==> config.mk <==
export PLATFORM = sky130hd
export DESIGN_NAME = mem_port_arbiter_flat
export DESIGN_NICKNAME = d
export VERILOG_FILES = /design/src/rtl/mem_port_arbiter_if.sv /design/src/rtl/mem_port_arbiter.sv /design/src/flat_wrapper.sv
export SDC_FILE = /design/constraint.sdc
export NUM_CORES = 1
export LEC_CHECK = 0
export ABC_AREA = 1
export CORE_ASPECT_RATIO = 1.1
export CORE_MARGIN = 2
export CORE_UTILIZATION = 36
export CTS_BUF_LIST = sky130_fd_sc_hd__clkbuf_2 sky130_fd_sc_hd__clkbuf_4 sky130_fd_sc_hd__clkbuf_8
export DETAILED_ROUTE_END_ITERATION = 6
export PLACE_DENSITY = 0.87
export SETUP_SLACK_MARGIN = 0.2
export SLEW_MARGIN = 20
export SYNTH_ARGS = -nofsm -noshare
export SYNTH_HDL_FRONTEND = slang
export SYNTH_SLANG_ARGS = --single-unit
==> constraint.sdc <==
create_clock -name clk -period 1.9 [get_ports clk]
set_clock_uncertainty 0.05 [all_clocks]
set_input_delay 0.38 -clock clk [delete_from_list [all_inputs] [get_ports clk]]
set_output_delay 0.38 -clock clk [all_outputs]
set_load 0.02 [all_outputs]
==> src/rtl/mem_port_arbiter_if.sv <==
// Signal bundle between the IF/MEM pipeline stages, the shared memory bus and the port arbiter.
// The master modport is the arbiter's view; slave is the pipeline/bus side.
interface mem_port_arbiter_if #(
    parameter int ADDR_W = 32,
    parameter int DATA_W = 32
);
    logic                  if_req;
    logic [ADDR_W-1:0]     if_addr;
    logic                  if_flush;
    logic                  if_rvalid;
    logic [DATA_W-1:0]     if_rdata;
    logic                  if_busy;
    logic                  mem_req;
    logic                  mem_we;
    logic [DATA_W/8-1:0]   mem_be;
    logic [ADDR_W-1:0]     mem_addr;
    logic [DATA_W-1:0]     mem_wdata;
    logic                  mem_rvalid;
    logic [DATA_W-1:0]     mem_rdata;
    logic                  mem_busy;
    logic                  bus_req;
    logic                  bus_we;
    logic [DATA_W/8-1:0]   bus_be;
    logic [ADDR_W-1:0]     bus_addr;
    logic [DATA_W-1:0]     bus_wdata;
    logic                  bus_gnt;
    logic                  bus_rvalid;
    logic [DATA_W-1:0]     bus_rdata;

    modport master (
        input  if_req, if_addr, if_flush,
        input  mem_req, mem_we, mem_be, mem_addr, mem_wdata,
        input  bus_gnt, bus_rvalid, bus_rdata,
        output if_rvalid, if_rdata, if_busy,
        output mem_rvalid, mem_rdata, mem_busy,
        output bus_req, bus_we, bus_be, bus_addr, bus_wdata
    );

    modport slave (
        output if_req, if_addr, if_flush,
        output mem_req, mem_we, mem_be, mem_addr, mem_wdata,
        output bus_gnt, bus_rvalid, bus_rdata,
        input  if_rvalid, if_rdata, if_busy,
        input  mem_rvalid, mem_rdata, mem_busy,
        input  bus_req, bus_we, bus_be, bus_addr, bus_wdata
    );
endinterface

==> src/rtl/mem_port_arbiter.sv <==
// Shares one memory bus port between instruction fetch and load/store: one outstanding
// transaction, MEM priority with bounded IF starvation, flushed fetch responses dropped.
module mem_port_arbiter #(
    parameter int ADDR_W        = 32,
    parameter int DATA_W        = 32,
    parameter int MAX_MEM_BURST = 4
) (
    input  logic               clk,
    input  logic               rst,
    mem_port_arbiter_if.master port
);
    localparam int BE_W  = DATA_W / 8;
    localparam int CNT_W = $clog2(MAX_MEM_BURST + 1);
    localparam logic [CNT_W-1:0] CNT_MAX = CNT_W'(MAX_MEM_BURST);

    localparam logic [1:0] ST_IDLE     = 2'd0;
    localparam logic [1:0] ST_WAIT_GNT = 2'd1;
    localparam logic [1:0] ST_WAIT_RSP = 2'd2;
    localparam logic       OWN_IF      = 1'b0;
    localparam logic       OWN_MEM     = 1'b1;

    logic [1:0]        state_r;
    logic [1:0]        state_nxt_s;
    logic              owner_r;
    logic              drop_r;
    logic [CNT_W-1:0]  starve_cnt_r;
    logic              bus_req_r;
    logic              bus_we_r;
    logic [BE_W-1:0]   bus_be_r;
    logic [ADDR_W-1:0] bus_addr_r;
    logic [DATA_W-1:0] bus_wdata_r;
    logic              if_elig_s;
    logic              grant_mem_s;
    logic              grant_if_s;
    logic              rsp_s;
    logic              if_rvalid_s;
    logic              mem_rvalid_s;

    // Winner selection in IDLE and per-owner response decode
    always_comb begin
        if_elig_s    = port.if_req & ~port.if_flush;
        grant_mem_s  = 1'b0;
        grant_if_s   = 1'b0;
        if (state_r == ST_IDLE) begin
            if (port.mem_req && !(if_elig_s && (starve_cnt_r == CNT_MAX))) begin
                grant_mem_s = 1'b1;
            end else if (if_elig_s) begin
                grant_if_s = 1'b1;
            end else begin
                grant_mem_s = 1'b0;
                grant_if_s  = 1'b0;
            end
        end else begin
            grant_mem_s = 1'b0;
            grant_if_s  = 1'b0;
        end
        rsp_s        = (state_r == ST_WAIT_RSP) & port.bus_rvalid;
        if_rvalid_s  = rsp_s & (owner_r == OWN_IF) & ~drop_r & ~port.if_flush;
        mem_rvalid_s = rsp_s & (owner_r == OWN_MEM);
    end

    // Next-state logic for the single-outstanding bus handshake
    always_comb begin
        state_nxt_s = state_r;
        case (state_r)
            ST_IDLE: begin
                if (grant_mem_s || grant_if_s) state_nxt_s = ST_WAIT_GNT;
                else                           state_nxt_s = ST_IDLE;
            end
            ST_WAIT_GNT: begin
                if (port.bus_gnt) state_nxt_s = ST_WAIT_RSP;
                else              state_nxt_s = ST_WAIT_GNT;
            end
            ST_WAIT_RSP: begin
                if (port.bus_rvalid) state_nxt_s = ST_IDLE;
                else                 state_nxt_s = ST_WAIT_RSP;
            end
            default: state_nxt_s = ST_IDLE;
        endcase
    end

    // State, owner and bus request fields; fields stay frozen until the next grant
    always_ff @(posedge clk) begin
        if (rst) begin
            state_r     <= ST_IDLE;
            owner_r     <= OWN_IF;
            bus_req_r   <= 1'b0;
            bus_we_r    <= 1'b0;
            bus_be_r    <= {BE_W{1'b0}};
            bus_addr_r  <= {ADDR_W{1'b0}};
            bus_wdata_r <= {DATA_W{1'b0}};
        end else begin
            state_r <= state_nxt_s;
            if (grant_mem_s) begin
                owner_r     <= OWN_MEM;
                bus_req_r   <= 1'b1;
                bus_we_r    <= port.mem_we;
                bus_be_r    <= port.mem_be;
                bus_addr_r  <= port.mem_addr;
                bus_wdata_r <= port.mem_wdata;
            end else if (grant_if_s) begin
                // Fetches are always full-word reads
                owner_r     <= OWN_IF;
                bus_req_r   <= 1'b1;
                bus_we_r    <= 1'b0;
                bus_be_r    <= {BE_W{1'b1}};
                bus_addr_r  <= port.if_addr;
                bus_wdata_r <= {DATA_W{1'b0}};
            end else if ((state_r == ST_WAIT_GNT) && port.bus_gnt) begin
                bus_req_r <= 1'b0;
            end else begin
                bus_req_r <= bus_req_r;
            end
        end
    end

    // IF starvation counter and flushed-fetch drop flag
    always_ff @(posedge clk) begin
        if (rst) begin
            starve_cnt_r <= {CNT_W{1'b0}};
            drop_r       <= 1'b0;
        end else begin
            if (!port.if_req || grant_if_s) begin
                starve_cnt_r <= {CNT_W{1'b0}};
            end else if (grant_mem_s && (starve_cnt_r != CNT_MAX)) begin
                starve_cnt_r <= starve_cnt_r + CNT_W'(1);
            end else begin
                starve_cnt_r <= starve_cnt_r;
            end
            if ((state_r == ST_IDLE) || rsp_s) begin
                drop_r <= 1'b0;
            end else if ((owner_r == OWN_IF) && port.if_flush) begin
                drop_r <= 1'b1;
            end else begin
                drop_r <= drop_r;
            end
        end
    end

    assign port.bus_req    = bus_req_r;
    assign port.bus_we     = bus_we_r;
    assign port.bus_be     = bus_be_r;
    assign port.bus_addr   = bus_addr_r;
    assign port.bus_wdata  = bus_wdata_r;
    assign port.if_rvalid  = if_rvalid_s;
    assign port.mem_rvalid = mem_rvalid_s;
    assign port.if_rdata   = port.bus_rdata;
    assign port.mem_rdata  = port.bus_rdata;
    assign port.if_busy    = port.if_req & ~if_rvalid_s;
    assign port.mem_busy   = port.mem_req & ~mem_rvalid_s;
endmodule

==> src/flat_wrapper.sv <==
// flat-port wrapper written by rule: the top's interface ports become plain ports
module mem_port_arbiter_flat 
#(
    parameter int ADDR_W        = 32,
    parameter int DATA_W        = 32,
    parameter int MAX_MEM_BURST = 4
)
  (clk, rst, port_if_req, port_if_addr, port_if_flush, port_mem_req, port_mem_we, port_mem_be, port_mem_addr, port_mem_wdata, port_bus_gnt, port_bus_rvalid, port_bus_rdata, port_if_rvalid, port_if_rdata, port_if_busy, port_mem_rvalid, port_mem_rdata, port_mem_busy, port_bus_req, port_bus_we, port_bus_be, port_bus_addr, port_bus_wdata);
  mem_port_arbiter_if #(.ADDR_W(ADDR_W), .DATA_W(DATA_W)) port_i ();
  input  logic clk;
  input  logic rst;
  input wire logic [$bits(port_i.if_req)-1:0] port_if_req;
  input wire logic [$bits(port_i.if_addr)-1:0] port_if_addr;
  input wire logic [$bits(port_i.if_flush)-1:0] port_if_flush;
  input wire logic [$bits(port_i.mem_req)-1:0] port_mem_req;
  input wire logic [$bits(port_i.mem_we)-1:0] port_mem_we;
  input wire logic [$bits(port_i.mem_be)-1:0] port_mem_be;
  input wire logic [$bits(port_i.mem_addr)-1:0] port_mem_addr;
  input wire logic [$bits(port_i.mem_wdata)-1:0] port_mem_wdata;
  input wire logic [$bits(port_i.bus_gnt)-1:0] port_bus_gnt;
  input wire logic [$bits(port_i.bus_rvalid)-1:0] port_bus_rvalid;
  input wire logic [$bits(port_i.bus_rdata)-1:0] port_bus_rdata;
  output wire logic [$bits(port_i.if_rvalid)-1:0] port_if_rvalid;
  output wire logic [$bits(port_i.if_rdata)-1:0] port_if_rdata;
  output wire logic [$bits(port_i.if_busy)-1:0] port_if_busy;
  output wire logic [$bits(port_i.mem_rvalid)-1:0] port_mem_rvalid;
  output wire logic [$bits(port_i.mem_rdata)-1:0] port_mem_rdata;
  output wire logic [$bits(port_i.mem_busy)-1:0] port_mem_busy;
  output wire logic [$bits(port_i.bus_req)-1:0] port_bus_req;
  output wire logic [$bits(port_i.bus_we)-1:0] port_bus_we;
  output wire logic [$bits(port_i.bus_be)-1:0] port_bus_be;
  output wire logic [$bits(port_i.bus_addr)-1:0] port_bus_addr;
  output wire logic [$bits(port_i.bus_wdata)-1:0] port_bus_wdata;
  assign port_i.if_req = port_if_req;
  assign port_i.if_addr = port_if_addr;
  assign port_i.if_flush = port_if_flush;
  assign port_i.mem_req = port_mem_req;
  assign port_i.mem_we = port_mem_we;
  assign port_i.mem_be = port_mem_be;
  assign port_i.mem_addr = port_mem_addr;
  assign port_i.mem_wdata = port_mem_wdata;
  assign port_i.bus_gnt = port_bus_gnt;
  assign port_i.bus_rvalid = port_bus_rvalid;
  assign port_i.bus_rdata = port_bus_rdata;
  assign port_if_rvalid = port_i.if_rvalid;
  assign port_if_rdata = port_i.if_rdata;
  assign port_if_busy = port_i.if_busy;
  assign port_mem_rvalid = port_i.mem_rvalid;
  assign port_mem_rdata = port_i.mem_rdata;
  assign port_mem_busy = port_i.mem_busy;
  assign port_bus_req = port_i.bus_req;
  assign port_bus_we = port_i.bus_we;
  assign port_bus_be = port_i.bus_be;
  assign port_bus_addr = port_i.bus_addr;
  assign port_bus_wdata = port_i.bus_wdata;
  mem_port_arbiter #(.ADDR_W(ADDR_W), .DATA_W(DATA_W), .MAX_MEM_BURST(MAX_MEM_BURST)) u_core (.clk(clk), .rst(rst), .port(port_i));
endmodule
After elaboration in Yosys (flattened, before gate mapping)
Cells that the tools add are included.
Word-level totals
  bits in writable memories: 0
  bits in latches: 0
  register bits: 77
  memory bits (read-only): 0
  output and inout bits: 138
  word-level logic and storage cells: 63
  memories: 0
  bits of input ports: 140
Operators by class
  add/subtract/negate cells: 1
  shifts and indexed selects: 0
  muxes and demuxes: 21
  equal/unequal tests: 4
  $mul: 0
  bitwise logic cells: 13
  $lt $le $gt $ge: 0
  divide/modulo/power cells: 0
  reduce and logical (&&, ||, !) cells: 15
Operators with widths (count)
  $mux W32: 4
  $mux W1: 12
  $and A1 B1 Y1: 8
  $mux W4: 2
  $pmux W2 S3: 1
  $logic_and A1 B1 Y1: 5
  $not A1 Y1: 5
  $mux W2: 2
  $reduce_or A2 Y1: 2
  $add A3 B1 Y3 const B: 1
  $eq A3 B3 Y1 const B: 1
  $logic_or A1 B1 Y1: 3
  $ne A3 B3 Y1 const B: 1
  $reduce_bool A3 Y1: 1
  $eq A2 B1 Y1 const B: 1
  $eq A2 B2 Y1 const B: 1
  $logic_not A1 Y1: 2
  $logic_not A2 Y1: 1
  $reduce_bool A2 Y1: 1

Logic depth before layout (Yosys ltp)
Gate-level depths: netlist of run 1.
  depth in word-level cells: 10
  depth in mapped cells: 10
  mapped depth without buffers: 9

Least setup slack after synthesis of run 1
No wires, ideal clock.
  kind: input port to output port
  start point: in port_bus_rvalid
  end point: out port_if_busy
  path buffers: 0
  stages: 3
  arrival: 1.466 ns
  required time: 1.470 ns
  setup slack: 0.004 ns
  cell sequence: nand3_1 -> nor4_1 -> nor2_1
Between the ends
  word-level cells in the longest chain between the ends: 6
RTL lines
  from (decl): line flat_wrapper.sv:21  | input wire logic [$bits(port_i.bus_rvalid)-1:0] port_bus_rvalid;
  $and A1 B1 Y1: line mem_port_arbiter.sv:57  | rsp_s = (state_r == ST_WAIT_RSP) & port.bus_rvalid;
  $and A1 B1 Y1 (3 in a row): line mem_port_arbiter.sv:58  | if_rvalid_s = rsp_s & (owner_r == OWN_IF) & ~drop_r & ~port.if_flush;
  named net port_if_rvalid: line flat_wrapper.sv:23  | output wire logic [$bits(port_i.if_rvalid)-1:0] port_if_rvalid;
  $not A1 Y1: line mem_port_arbiter.sv:149  | assign port.if_busy = port.if_req & ~if_rvalid_s;
  $and A1 B1 Y1: line mem_port_arbiter.sv:149
  to (decl): line flat_wrapper.sv:25  | output wire logic [$bits(port_i.if_busy)-1:0] port_if_busy;
The timed path passes the listed nets, and every way through them passes these cells.

Final worst setup path of run 1
  start point: reg u_core.state_r[0]
  end point: out port_mem_busy
Between the ends
  word-level cells in the longest chain between the ends: 5
RTL lines
  from (decl): line mem_port_arbiter.sv:22  | logic [1:0] state_r;
  from (signal assigned): line mem_port_arbiter.sv:93  | state_r <= state_nxt_s;
  $eq A2 B2 Y1: line mem_port_arbiter.sv:57
  $and A1 B1 Y1: line mem_port_arbiter.sv:57
  $and A1 B1 Y1: line mem_port_arbiter.sv:59  | mem_rvalid_s = rsp_s & (owner_r == OWN_MEM);
  $not A1 Y1: line mem_port_arbiter.sv:150  | assign port.mem_busy = port.mem_req & ~mem_rvalid_s;
  $and A1 B1 Y1: line mem_port_arbiter.sv:150
  to (decl): line flat_wrapper.sv:28  | output wire logic [$bits(port_i.mem_busy)-1:0] port_mem_busy;
Every way passes these cells.

==> results of run 1 <==
==> worst max-delay path, stage by stage (launching register included) <==
cell,delay [ns]
dfxtp_2,0.33
inv_2,0.08
nand3_4,0.09
buf_6,0.14
o21ai_2,0.10
inv_1,0.05
buf_6,0.12
==> path summary, 6_finish.rpt <==
path | depth (start not counted) | slack (ns) | from | to
setup / recovery | 6 | 0.22 | u_core.state_r[0] | port_mem_busy
hold / removal | 2 | 0.41 | u_core.port.bus_wdata[22] | u_core.port.bus_wdata[22]
setup reg to reg | 10 | 0.34 | u_core.starve_cnt_r[0] | u_core.port.bus_wdata[12]
hold reg to reg | 2 | 0.41 | u_core.port.bus_wdata[22] | u_core.port.bus_wdata[22]
==> layout by cell type (no fill, tap or decap), types with 2 or more instances in the layout <==
master / count
clkdlybuf4s50_1: 104
buf_6: 2
a21oi_1: 40
inv_6: 4
nand3_1: 35
buf_4: 19
inv_1: 43
nand4_1: 32
dfxtp_2: 3
nand3_4: 2
ha_1: 2
nand3b_1: 34
dlygate4sd2_1: 71
clkbuf_8: 9
nor2_1: 78
nand2_1: 74
clkinvlp_4: 3
o21ai_0: 3
buf_12: 8
nand2_2: 3
inv_2: 3
dfxtp_1: 74
==> state kept, by name (all words and copies together), names as in the netlist <==
name                   count
u_core.drop_r              1
u_core.owner_r             1
u_core.port.bus_addr      32
u_core.port.bus_be         4
u_core.port.bus_req        1
u_core.port.bus_wdata     32
u_core.port.bus_we         1
u_core.starve_cnt_r        3
u_core.state_r             2
==> stage by stage <==
| step | hold slack [ns] | utilization (%) |
|---|---|---|
| global placement | 0.401 | 51.3 |
| CTS | 0.414 | 52.6 |
| detailed placement | 0.404 | 51.3 |
| finish | 0.410 | 53.1 |
| floorplan | 0.412 | - |
| global route | 0.435 | 53.1 |
==> layout make-up <==
class	count	area [um^2]	share of cell area [%]
Tap cell	147	184	3.20
Clock buffer	9	124	2.16
Sequential cell	77	1550	26.9
Multi-Input combinational cell	313	1590	27.7
Clock inverter	7	78.8	1.37
Inverter	48	188	3.27
Timing Repair Buffer	207	2030	35.4
==> where the power goes <==
part / total (mW) / switching, mW / internal (mW)
logic: 1.19 / 0.628 / 0.562
registers: 1.82 / 0.0661 / 1.76
clock network: 1.28 / 0.661 / 0.621
total: 4.29 / 1.35 / 2.94
==> repair_timing <==
action / in CTS / in global routing
hold buffers: 0 / 0
pin swaps: 3 / 2
gates cloned: 0 / 1
buffers inserted: 1 / 0
setup endpoints to repair: 75 / 41
resized for setup: 98 / 13
==> routing by layer <==
metal	GRT usage (%)	share of wire, %	wire [um]	up-vias
li1	-	-	-	1905
met1	20.9	41	4540	1757
met2	31.9	48	5350	181
met3	7.09	9.3	1040	23
met4	8.20	2.3	261	0
met5	0	0	0	-
==> logic make-up after synthesis <==
| family | Yosys count | share of synthesized area, % |
|---|---|---|
| flip-flops | 77 | 39.0 |
| AO/OA/AOI/OAI | 50 | 6.87 |
| adder cells (fa/ha/maj) | 2 | 0.633 |
| buffers and inverters | 146 | 21.5 |
| AND/OR/NAND/NOR | 260 | 31.7 |
| XOR/XNOR | 1 | 0.222 |
==> metrics.txt, run 1 <==
status complete, no violations; Yosys warning count 0; number of global-route vias before repair 3675; core area 10800 um^2; crit-path max FO 3; drt wl/cell 13.8 um; ranking of synthesized cells by area dfxtp_1 39%, buf_4 13%, nor2_1 7.4%, nand2_1 7.1%, nand3b_1 6.5%; Post-synth top flop dfxtp_1; Vias 3866; fin nets 798; PwrDens between 700 and 800 nW/um^2; HP Class flip-flop to flip-flop; post-synth net total between 600 and 700; CP endpoint kind primary output; type of the worst setup path flip-flop to primary output; Syn Std Cell Area slightly below 4000 um^2; Final HPWL DP 7940 um; Post-Place Worst Slack -0.381 ns; Peak supply drop ~380 uV; Cells after Synth roughly 540; Final min period roughly 1.7 ns; PnR worst setup slack between 0.2 and 0.25 ns; fmax slightly below 600 MHz; root buffer cell clkbuf_8; DR vias/cell ~4.8; count of buffers from port buffering 181; I/O pins 278; Placement Cell Area 5540 um^2; Commonest cells post-synth 78 x nor2_1, 77 x dfxtp_1, 75 x nand2_1; antenna viol nets, final 0; Initial DRT Pass Iterations 5; Routed Wire Length ~11000 um; RePlAce Congestion roughly 0.75; Avg Cell Area, Syn between 7 and 8 um^2; total of max-cap violations 0; setup TNS 0 ns; TritonCTS Buffers 9; Setup-failing EPs final 0; number of distinct library cells after synthesis 26; GR Overflow Total 0; relative slew slack between 70% and 80%; count leader, synth nor2_1; total power around 4.3 mW; CP Launch Type flip-flop; design area approximately 5700 um^2; DIE WIDTH 104 um; Worst-Margin Slew roughly 0.38 ns; largest net degree at the start of global routing 39; cell leakage power between 2 and 3 nW; Synth top area share 39.0%; first-pass GRT wire length roughly 18000 um; non-filler cells, final 808; 1st-iter DRT viols 156; Filler Cells Inserted around 1100; area growth from synthesis to layout 45.4%; clk buf depth 2; Seq/Total Area, Yosys around two fifths; H-tree depth 3; crit path DAT ~1.3 ns; Final Max Tran Viols 0; Post-synth ARST share 0%; # DRC 0; n_diodes 0; Yosys reg bits 77; CTS Sinks a little under 80; period utilisation layout 88.5%; Critical Path RT about 1.5 ns; Fin. Hold Viols 0; Rows 40; CTS tree done; die area roughly 12000 um^2; global-route usage over all layers between 10% and 20%; unrepaired setup endpoints after global routing yes; number of synthesized flops with an enable pin 0; layout cells sized above 1 about a tenth; Synth area leader dfxtp_1; Placed Instances 790; clock transition at the registers of the reported paths around 0.09 ns; initial antenna violation count 0; Die Ht ~110 um; Initial Utilization between 30% and 40%; worst-skew pair later-pin latency about 0.34 ns
Power figures use the tool's default switching activity.
==> run 2, diff against run 1 <==
CAP_MARGIN = 20   (was default)
PLACE_DENSITY = 0.95   (was 0.87)
==> run 2 against run 1 <==
  * Worst setup slack worse by 0.0087 ns
  * Count of clock-buffer cells in the layout stayed put
  * Critical path depth stayed put
  * Combinational power hardly changed
  * Final cell count is 0.37% lower
  * Register-to-register slack hardly changed
  * Highest routed layer unchanged
==> metrics.txt, run 2 (synthesized netlist as in run 1, its figures left out) <==
cell mode on critical path buf_6; Rows 40 (unchanged); core area 10800 um^2 (unchanged); HP Class flip-flop to flip-flop; Psw 1.35 mW (about the same); Worst-Margin Slew 0.386 ns (+0.00601 ns); CTS Hold Buffers Added 0 (unchanged); crit path launch u_core.state_r[0]; Flop pwr share 42.6% (+0.2 points); Reg2Reg Depth 10 (unchanged); PwrDens 752 nW/um^2 (+0.51%); first-pass GRT wire length 17500 um (-1.7%); Logic pwr share 27.1% (-0.6 points); Filler Cells Inserted 1013 (-4.3%); Sw Ratio 31.6% (+0.093 points); type of the worst setup path flip-flop to primary output; Routed Wire Length 11000 um (-1.4%); Die Ht 114 um (unchanged); CP max-delay cell dfxtp_2; worst setup path endpoint port_mem_busy; Internal Power 2.93 mW (-0.45%); I/O pins 278 (unchanged); Clk network pwr share 30.3% (+0.5 points); CP Launch Type flip-flop; non-filler cells, final 805 (-0.37%); Placed Instances 789 (-0.13%); CP cell instances inv_2, nand3_4, buf_6, o21ai_2, inv_1, buf_6; clk buf depth 2 (unchanged); Final HPWL DP 8120 um (+2.3%); hold slack final 0.414 ns (+0.00317 ns); GR Overflow Total 0 (unchanged); crit-path max FO 3 (unchanged); Peak supply drop 422 uV (+12%); # DRC 0 (unchanged); crit path DAT 1.26 ns (about the same); Reg-to-Reg End u_core.port.bus_wdata[7]; clock transition at the registers of the reported paths 0.08 ns (about the same); number of global-route vias before repair 3560 (-3.1%); drt wl/cell 13.7 um (-1.0%); count of buffers from port buffering 181 (unchanged); fin nets 795 (-0.38%); global-route usage over all layers 18.6% (-0.092 points); worst-skew pair later-pin latency 0.34 ns (about the same); Final min period 1.69 ns (+0.00872 ns); DR vias/cell 4.74 (-0.95%); status complete, no violations; root buffer cell clkbuf_8; fmax 592 MHz (-0.52%); total of max-cap violations 0 (unchanged); Setup-failing EPs final 0 (unchanged); n_diodes 0 (unchanged); CTS Sinks 77 (unchanged); period utilisation layout 88.9% (+0.46 points); H-tree depth 3 (unchanged); Initial Utilization 36.5% (unchanged); R2R setup slack 0.34 ns (about the same); total power 4.28 mW (-0.32%); Final Max Tran Viols 0 (unchanged); area growth from synthesis to layout 44.2%; antenna viol nets, final 0 (unchanged); Vias 3815 (-1.3%); initial antenna violation count 0 (unchanged); 1st-iter DRT viols 250 (+60%); DIE WIDTH 104 um (unchanged); TritonCTS Buffers 9 (unchanged); largest net degree at the start of global routing 52 (+33%); die area 11800 um^2 (unchanged); layout cells sized above 1 9.42% (-0.41 points); CP endpoint kind primary output; FF-to-FF Start u_core.starve_cnt_r[1]; cell leakage power 2.61 nW (-0.65%); commonest non-fill, non-tap cell in the layout clkdlybuf4s50_1; Initial DRT Pass Iterations 6 (+1); most frequent cells in the layout 104 x clkdlybuf4s50_1, 78 x nor2_1, 74 x nand2_1, 74 x dfxtp_1, 71 x dlygate4sd2_1; unrepaired setup endpoints after global routing yes; relative slew slack 74.3% (-0.40 points); Max stage delay on crit path 0.34 ns (about the same); RePlAce Congestion 0.753 (about the same); Fin. Hold Viols 0 (unchanged); Critical Path RT 1.47 ns (about the same); CTS tree done
-- run 2: cell count changes in the layout (fill, tap and decap cells not counted), sizes merged --
cell	before	now
clkbuf	10	9
clkinv	0	2
buf	30	28
clkinvlp	3	1
-- run 2: power groups by stage --
| stage | sequential, mW | clock (mW) | combinational, mW |
|---|---|---|---|
| 2_1_floorplan | 2.03 | 0 | 0.636 |
| 4_1_cts | 1.82 | 1.34 | 1.16 |
| 3_5_place_dp | 1.86 | 0 | 1.25 |
| 6_report | 1.82 | 1.30 | 1.16 |
| 5_1_grt | 1.84 | 1.42 | 1.26 |
| 3_3_place_gp | 1.86 | 0 | 1.23 |
-- run 2: worst min-delay path by stage --
stage,startpoint,end,cells after the start
final,u_core.port.bus_wdata[23],u_core.port.bus_wdata[23],2
after global routing,u_core.port.bus_wdata[23],u_core.port.bus_wdata[23],2
after CTS,port_bus_rvalid,u_core.state_r[1],3
after detailed placement,u_core.port.bus_wdata[26],u_core.port.bus_wdata[26],2
after global placement,u_core.port.bus_wdata[20],u_core.port.bus_wdata[20],2
after floorplan,u_core.starve_cnt_r[1],u_core.starve_cnt_r[1],2
-- run 2: worst max-delay path: cells and delay by family, from the launching register on --
family | cells | cell delay [ns]
flip-flops | 1 | 0.34
AND/OR/NAND/NOR | 1 | 0.08
AO/OA/AOI/OAI | 1 | 0.10
buffers and inverters | 4 | 0.39
-- run 2: per-stage QoR --
stage / area [um^2] / utilization, % / setup slack, ns / TNS [ns]
finish: 5690 / 52.7 / 0.211 / 0
global route: 5690 / 52.7 / 0.130 / 0
floorplan: 3960 / - / 0.296 / 0
CTS: 5640 / 52.2 / 0.0781 / 0
global placement: 5540 / 51.2 / -0.395 / -3.83
detailed placement: 5540 / 51.2 / -0.426 / -4.99
-- run 2: final cells by class --
cell class                      count  area [um^2]  area share [%]
Timing Repair Buffer              204         1980            34.7
Clock buffer                        9          124            2.18
Clock inverter                      7         81.3            1.43
Inverter                           48          185            3.25
Multi-Input combinational cell    313         1600            28.0
Tap cell                          147          184            3.23
Sequential cell                    77         1550            27.1
-- run 2: layer usage --
layer | track usage, % | up-vias | part of all wire (%)
met5 | 0 | - | 0
met4 | 7.39 | 0 | 2.4
met1 | 20.4 | 1739 | 40
met2 | 32.2 | 157 | 49
met3 | 7.66 | 22 | 9.0
li1 | - | 1897 | -
-- run 2: repair_timing --
item | 4_1_cts | 5_1_grt
setup buffers | 0 | 0
pin swaps | 2 | 1
resized for setup | 92 | 15
hold endpoints to repair | 0 | 0
endpoints found under the setup margin | 74 | 34
==> run 3, diff against run 2 <==
PLACE_DENSITY = 0.9   (was 0.95)
==> run 3 against run 2 <==
  * Non-clock buffer count is the same
  * Utilization grew 0.081 points
  * Sequential share of layout area is essentially flat
  * Final cell count is the same
  * Critical path type unchanged
  * Global-route usage is essentially flat
  * Hold slack lost 0.0017 ns
  * Largest power group unchanged
  * Count of clock-buffer cells in the layout is the same
  * Worst setup slack gained 0.021 ns
  * Power grew 2.6%
==> metrics.txt, run 3 (synthesized netlist as in run 1, its figures left out) <==
TritonCTS Buffers 9 (unchanged); Final Max Tran Viols 0 (unchanged); RePlAce Congestion 0.756 (+0.37%); status complete, no violations; CP delay by family, top simple AND/OR/NAND/NOR gates; Max stage delay on crit path 0.33 ns (about the same); Final HPWL DP 7800 um (-3.9%); 1st-iter DRT viols 169 (-32%); Reg2Reg Depth 10 (unchanged); root buffer cell clkbuf_8; multi-input logic area 1590 um^2 (-0.16%); GR Overflow Total 0 (unchanged); core area 10800 um^2 (unchanged); Vias 3794 (-0.55%); I/O pins 278 (unchanged); worst-skew pair later-pin latency 0.34 ns (about the same); first-pass GRT wire length 17700 um (+0.71%); hold slack final 0.412 ns (-0.00173 ns); PwrDens 770 nW/um^2 (+2.5%); drt wl/cell 13.5 um (-1.6%); Crit path buffers/inverters 2 (-2); Die Ht 114 um (unchanged); type of the worst setup path flip-flop to primary output; CP endpoint kind primary output; Initial Utilization 36.5% (unchanged); Rows 40 (unchanged); cell leakage power 2.61 nW (+0.17%); fmax 599 MHz (+1.2%); number of global-route vias before repair 3606 (+1.3%); CTS Hold Buffers Added 0 (unchanged); Reg-to-Reg End u_core.port.bus_wdata[21]; unrepaired setup endpoints after global routing yes; clock transition at the registers of the reported paths 0.08 ns (about the same); global-route usage over all layers 18.6% (-0.037 points); period utilisation layout 87.8% (-1.1 points); commonest non-fill, non-tap cell in the layout clkdlybuf4s50_1; FF-to-FF Start u_core.starve_cnt_r[0]; DR vias/cell 4.71 (-0.55%); Worst-Margin Slew 0.399 ns (+0.0127 ns); total power 4.39 mW (+2.6%); # DRC 0 (unchanged); crit path launch u_core.state_r[0]; R2R setup slack 0.34 ns (about the same); largest net degree at the start of global routing 38 (-27%); CP max-delay cell dfxtp_2; worst setup path endpoint port_if_busy; register area 1550 um^2 (+0.16%); crit path DAT 1.24 ns (-0.02 ns); Initial DRT Pass Iterations 4 (-2); H-tree depth 3 (unchanged); Routed Wire Length 10900 um (-1.6%); area growth from synthesis to layout 44.4%; clk buf depth 2 (unchanged); Final min period 1.67 ns (-0.0206 ns); Peak supply drop 350 uV (-17%); initial antenna violation count 0 (unchanged); Fin. Hold Viols 0 (unchanged); CTS tree done; HP Class flip-flop to flip-flop; Critical Path RT 1.47 ns (about the same); CP cell instances inv_2, nand3_4, nor4_4, nor2_1, buf_4; count of buffers from port buffering 181 (unchanged); fin nets 795 (unchanged); crit-path max FO 4 (+1); Critical Path Stages 5 (-1); layout cells sized above 1 9.57% (+0.15 points); die area 11800 um^2 (unchanged); DIE WIDTH 104 um (unchanged); CTS Sinks 77 (unchanged); total of max-cap violations 0 (unchanged); Filler Cells Inserted 1029 (+1.6%); Setup-failing EPs final 0 (unchanged); n_diodes 0 (unchanged); antenna viol nets, final 0 (unchanged); relative slew slack 73.4% (-0.84 points); fin util 52.8% (+0.081 points); most frequent cells in the layout 104 x clkdlybuf4s50_1, 78 x nor2_1, 75 x nand2_1, 72 x dfxtp_1, 71 x dlygate4sd2_1; CP Launch Type flip-flop
## run 3: changes by cell type in the layout (fill, tap and decap cells not counted), sizes merged
| cell | change |
|---|---|
| clkinv | -2 |
| bufinv | +1 |
| clkinvlp | +1 |
## run 3: worst min-delay path by stage
stage	start	to	cells after the start
3_3_place_gp	u_core.port.bus_wdata[23]	u_core.port.bus_wdata[23]	2
2_1_floorplan	u_core.starve_cnt_r[1]	u_core.starve_cnt_r[1]	2
3_5_place_dp	u_core.port.bus_wdata[20]	u_core.port.bus_wdata[20]	2
4_1_cts	u_core.port.bus_wdata[27]	u_core.port.bus_wdata[27]	2
6_report	u_core.port.bus_wdata[30]	u_core.port.bus_wdata[30]	2
5_1_grt	u_core.port.bus_wdata[31]	u_core.port.bus_wdata[31]	2
## run 3: per-layer routing
| layer | vias to the layer above | share of wire, % | global-route usage (%) | routed length, um |
|---|---|---|---|---|
| li1 | 1898 | - | - | - |
| met1 | 1715 | 41 | 21.3 | 4470 |
| met2 | 160 | 48 | 31.0 | 5180 |
| met3 | 21 | 9.4 | 7.60 | 1020 |
| met4 | 0 | 1.7 | 7.30 | 182 |
| met5 | - | 0 | 0 | 0 |
## run 3: stage by stage
stage	worst slack [ns]	instance area [um^2]	std cells	setup TNS, ns
final	0.231	5700	805	0
after global routing	0.140	5700	805	0
after CTS	0.126	5660	805	0
after detailed placement	-0.434	5500	788	-7.26
after global placement	-0.458	5500	788	-5.00
after floorplan	0.296	3960	536	0
## run 3: cell type report
type | count | share of cell area (%)
Timing Repair Buffer | 204 | 34.5
Inverter | 48 | 3.20
Clock inverter | 7 | 1.82
Sequential cell | 77 | 27.1
Clock buffer | 9 | 2.17
Multi-Input combinational cell | 313 | 28.0
Tap cell | 147 | 3.23
## run 3: timing repair
item / 4_1_cts / 5_1_grt
gates resized for setup: 95 / 16
pin swaps: 3 / 2
endpoints found under the setup margin: 74 / 58
buffers inserted: 1 / 0
cloned: 0 / 0
## run 3: worst min-delay path: stages (launching register included)
cell     delay [ns]
dfxtp_1        0.31
nand2_1        0.06
a21oi_1        0.05
## run 3: report_power, final
part,total [mW],switching (mW),internal (mW)
Sequential,1.82,0.0661,1.76
Clock,1.41,0.657,0.758
Combinational,1.16,0.612,0.543
